### src/rtl/regfile_scoreboard.sv
// Decode-stage register file with write-to-read bypass, optional hardwired r0,
// and a per-register pending-write scoreboard reported alongside each operand read.
module regfile_scoreboard #(
  parameter int DATA_WIDTH = 32,
  parameter int ADDR_WIDTH = 5,
  parameter int NUM_READ   = 2,
  parameter int ZERO_REG   = 1,
  parameter int BYPASS     = 1
) (
  input  logic                           clock,
  input  logic                           ctrl_reset_n,
  input  logic                           ctrl_writeEnable,
  input  logic [ADDR_WIDTH-1:0]          ctrl_writeReg,
  input  logic [DATA_WIDTH-1:0]          data_writeReg,
  input  logic                           ctrl_reserveEnable,
  input  logic [ADDR_WIDTH-1:0]          ctrl_reserveReg,
  input  logic [NUM_READ*ADDR_WIDTH-1:0] ctrl_readReg,
  output logic [NUM_READ*DATA_WIDTH-1:0] data_readReg,
  output logic [NUM_READ-1:0]            read_busy,
  output logic [ADDR_WIDTH:0]            busy_count
);

  localparam int DEPTH = 2 ** ADDR_WIDTH;
  localparam int CW    = ADDR_WIDTH + 1;

  logic [DATA_WIDTH-1:0] regs_q [DEPTH];
  logic [DEPTH-1:0]      busy_q, busy_d;
  logic [CW-1:0]         busy_count_q, busy_count_d;

  logic wr_eff, res_eff, cnt_inc, cnt_dec;

  // Index 0 is inert for both writes and reserves when it is hardwired.
  assign wr_eff  = ctrl_writeEnable   && !(ZERO_REG != 0 && ctrl_writeReg   == '0);
  assign res_eff = ctrl_reserveEnable && !(ZERO_REG != 0 && ctrl_reserveReg == '0);

  always_comb begin
    busy_d = busy_q;
    if (wr_eff)  busy_d[ctrl_writeReg]   = 1'b0;
    if (res_eff) busy_d[ctrl_reserveReg] = 1'b1;
  end

  // A write that lands on the register being re-reserved never frees it.
  always_comb begin
    cnt_inc = res_eff && !busy_q[ctrl_reserveReg];
    cnt_dec = wr_eff && busy_q[ctrl_writeReg] &&
              !(res_eff && (ctrl_reserveReg == ctrl_writeReg));
    busy_count_d = busy_count_q + CW'(cnt_inc) - CW'(cnt_dec);
  end

  always_ff @(posedge clock) begin
    if (!ctrl_reset_n) begin
      for (int i = 0; i < DEPTH; i++) regs_q[i] <= '0;
      busy_q       <= '0;
      busy_count_q <= '0;
    end else begin
      if (wr_eff) regs_q[ctrl_writeReg] <= data_writeReg;
      busy_q       <= busy_d;
      busy_count_q <= busy_count_d;
    end
  end

  always_comb begin
    data_readReg = '0;
    read_busy    = '0;
    for (int k = 0; k < NUM_READ; k++) begin
      logic [ADDR_WIDTH-1:0] idx;
      logic [DATA_WIDTH-1:0] rdat;
      logic                  rbsy;
      idx  = ctrl_readReg[k*ADDR_WIDTH +: ADDR_WIDTH];
      rdat = regs_q[idx];
      rbsy = busy_q[idx];
      if (BYPASS != 0 && wr_eff && ctrl_writeReg == idx) begin
        rdat = data_writeReg;
        rbsy = 1'b0;
      end
      if (ZERO_REG != 0 && idx == '0) begin
        rdat = '0;
        rbsy = 1'b0;
      end
      data_readReg[k*DATA_WIDTH +: DATA_WIDTH] = rdat;
      read_busy[k]                             = rbsy;
    end
  end

  assign busy_count = busy_count_q;

endmodule

### config.mk
export PLATFORM = sky130hd
export DESIGN_NAME = regfile_scoreboard
export DESIGN_NICKNAME = d
export VERILOG_FILES = /design/src/rtl/regfile_scoreboard.sv
export SDC_FILE = /design/constraint.sdc
export NUM_CORES = 2
export LEC_CHECK = 0
export ABC_CLOCK_PERIOD_IN_PS = 8900
export BUFFER_PORTS_ARGS = -buffer_cell sky130_fd_sc_hd__clkbuf_2
export CAP_MARGIN = 5
export CORE_AREA = 2 2 384 386
export DETAILED_ROUTE_END_ITERATION = 7
export DIE_AREA = 0 0 386 388
export PLACE_DENSITY = 0.61
export SYNTH_ARGS = -nofsm -noshare
export SYNTH_HDL_FRONTEND = slang
export SYNTH_SLANG_ARGS = --single-unit
### constraint.sdc
create_clock -name clock -period 8.9 [get_ports clock]
set_input_delay 0 -clock clock [delete_from_list [all_inputs] [get_ports clock]]
set_output_delay 0 -clock clock [all_outputs]
set_load 0.01 [all_outputs]
==> reports/qor.json <==
{
  "status": "finished, final reports clean",
  "power.density_cell_area_nw_per_um2": 190.3,
  "crit_required_ns": 8.90,
  "drc": 0,
  "detail_route.iter0.violations": 5975,
  "mostFrequentLayoutCells": "1024 x edfxtp_1, 999 x and2_1, 401 x mux4_2",
  "fmax_mhz": 249.3,
  "die_h_um": 388,
  "cts_bufs_inserted": 116,
  "route.detailed.vias_per_inst": 6.443,
  "detail-route-antenna-nets": 0,
  "finalCriticalPeriod_ns": 4.012,
  "hpwl_um": 114400,
  "total_wire_length_um": 207800,
  "crit_path_max_fanout": 41,
  "post-route-worst-setup-slack_ns": 4.888,
  "grt_util_all_layers_pct": 27.45,
  "layout-drive-gt1-share_pct": 21.78,
  "num_io_pins": 128,
  "synth.cell_area_um2": 57850,
  "port-buffer-count": 127,
  "cts.sink_count": 1062,
  "fp_rows": 140,
  "synth-seq-cells": 1062,
  "yosysTopAreaCellShare_pct": 53.16,
  "ys_dominant_reg_cell": "edfxtp_1",
  "synth_top_cell_by_area": "edfxtp_1",
  "synth_enable_flop_cells": 1024,
  "number_of_antenna_violations_at_the_first_check_in_global_routing": 17,
  "clk_transition_reported_paths_ns": 0.06,
  "worst-endpoint-arrival_ns": 4.01,
  "timing.critical_path.to_type": "output port",
  "synthToLayoutAreaGrowth_pct": 11.00,
  "floorplan.die_area_um2": 149800,
  "final_max_slew_viol_count": 0,
  "clk_latency_ns": 0.74,
  "syn-instance-count": 4143,
  "route.detailed.wl_per_inst_um": 33.94,
  "rr_endpoint": "busy_count[4]",
  "timing.critical_path.slowest_cell_delay_ns": 0.88,
  "first_global_vias": 38870,
  "globalRoute.totalOverflow": 0,
  "pin_count_of_the_biggest_net_entering_global_routing": 102,
  "tightestPinTransition_ns": 1.161,
  "routed-via-count": 39450,
  "yosysSeqAreaShare_pct": 54.47,
  "yosysWarnings": 0,
  "max-vdd-ir-drop_v": 0.0001677,
  "timing.hold.worst.class": "input pin to flop",
  "static-leakage-power_uw": 0.02234,
  "place.gp.congestion": 0.8690,
  "initial_utilization_pct": 39.83,
  "setup_viol": 0,
  "grt_pass1_wl_um": 290300,
  "ff2ff_setup_slack_ns": 5.61,
  "critical_path.endpoint": "data_readReg[15]",
  "crit-reg2reg-launch": "busy_q[31]",
  "chipWidth_um": 386,
  "crit_path_cell_trace": "buf_6 -> buf_4 -> nor2_4 -> buf_4 -> a221oi_1 -> a21oi_1 -> o21a_1 -> o21ai_0 -> clkbuf_2",
  "finalCritPeriodShare_pct": 45.08,
  "average_footprint_of_a_synthesized_cell_um2": 13.96,
  "finalSetupTns_ns": 0,
  "mostFrequentLayoutCell": "edfxtp_1",
  "drt_pre_antenna_iters": 6,
  "cts.htree.levels": 3,
  "cap_violations": 0,
  "ys_async_rst_share_pct": 0,
  "unrepaired_setup_endpoints_after_global_routing": "no",
  "crit_path_frequent_cell": "buf_4",
  "place_ws_ns": 5.086,
  "worstRegToRegCells": 13,
  "worst_path_max_delay_cell": "o21ai_0",
  "ctsResizeCount": 0,
  "maxSlewHeadroom_pct": 21.77,
  "clockRootBuffer": "clkbuf_16",
  "floorplan.core_area_um2": 145200,
  "synth.lib_cells_used.distinct": 58,
  "critical_path_class": "input pin to output port",
  "hold_viol_final": 0,
  "synth.area.top_cells": "edfxtp_1 53%, mux4_2 16%, and2_1 11%",
  "startpoint": "ctrl_readReg[2]",
  "cts.path.max_buffers": 3,
  "worst_clock_skew_ns": 0.01678,
  "cts_tree": "done",
  "critPathLaunchType": "input pin",
  "layout.nets": 4172
}
==> registers in the layout, summed over array words and instances, names as in the netlist <==
register	flops
regs_q	1024
busy_q	32
busy_count	6
==> cells in the mapped netlist (4+ instances only) <==
cell	instances
a2111oi_0	4
a211oi_1	31
a21oi_1	82
a221o_1	34
a221oi_1	82
a22oi_1	124
a311oi_1	4
a32oi_1	30
and2_1	1000
buf_1	17
buf_2	88
buf_4	17
clkbuf_1	317
dfxtp_1	38
edfxtp_1	1024
ha_1	6
inv_1	14
mux2_2	37
mux2i_1	313
mux4_2	401
nand2_1	123
nand2b_1	8
nand3_1	31
nand4_1	5
nor2_1	71
nor2b_1	14
nor3_1	30
nor4_1	6
o21a_1	28
o21ai_0	42
o22ai_1	53
o31ai_1	8
or3b_2	7
xnor2_1	13
xor2_1	7
==> worst min-delay path by stage <==
stage | startpoint | end | slack (ns) | cells past startpoint
after floorplan | data_writeReg[6] | data_readReg[38] | 0.13 | 2
after global placement | busy_count[5] | busy_count[5] | 0.43 | 1
after detailed placement | busy_count[5] | busy_count[5] | 0.43 | 1
after CTS | data_writeReg[14] | regs_q[15][14] | 0.002 | 2
after global routing | data_writeReg[14] | regs_q[15][14] | 0.04 | 2
final | data_writeReg[14] | regs_q[1][14] | 0.04 | 2
==> metal layers <==
layer	wire length, um	track usage, %	up-vias
met5	67	0	-
met2	90320	39.96	2792
li1	-	-	15850
met1	80750	38.34	20320
met3	26840	7.834	487
met4	9825	11.40	10
==> cell type report <==
type / instances / area, um^2
multi-input combinational: 2655 / 24930
inverter: 17 / 65.06
timing repair buffer: 257 / 1760
clock buffer: 155 / 3156
fill: 12840 / 81010
tap: 1917 / 2399
clock inverter: 55 / 376.6
sequential: 1062 / 31510
antenna: 5 / 12.51
==> where the power goes <==
| part | leakage (uW) | switching [uW] | internal [uW] | total [uW] |
|---|---|---|---|---|
| Sequential | 0.0101 | 142 | 5760 | 5910 |
| Clock | 0.00172 | 2060 | 2580 | 4650 |
| Combinational | 0.0105 | 1050 | 614 | 1660 |
| Total | 0.0223 | 3250 | 8960 | 12200 |
==> cells by family (layout without fill, tap and decap cells) <==
logic type      Yosys count  in the layout  synth area share, %
mux                     751            751                21.75
buf+inv                 457            484                3.279
simple gates           1305           1305                13.23
compound gates          540            540                6.796
xor+xnor                 20             20               0.3028
flops                  1062           1062                54.47
other cells               1             37             0.006483
fa+ha+maj                 7              7               0.1644
==> critical path: cells and delay by family <==
kind | cells | cell delay (ns)
buf+inv | 4 | 1.82
compound gates | 4 | 1.70
simple gates | 1 | 0.30
==> through the flow <==
step           total power, uW  hold slack, ns  std cells  cell area, um^2  utilization (%)
2_1_floorplan             6961          0.1347       4174            57960                -
3_3_place_gp              7600          0.4333       5890            60480            41.65
3_5_place_dp              7621          0.4313       5890            60480            41.65
4_1_cts                  12200        0.001838       6118            64200            44.21
5_1_grt                  12520         0.03969       6119            64200            44.21
6_report                 12220         0.04300       6123            64210            44.22
==> repair_timing <==
item / 4_1_cts / 5_1_grt
endpoints found under the hold margin: 202 / 0
hold buffers: 18 / 0
setup buffers: 0 / 0
Power figures use the tool's default switching activity.
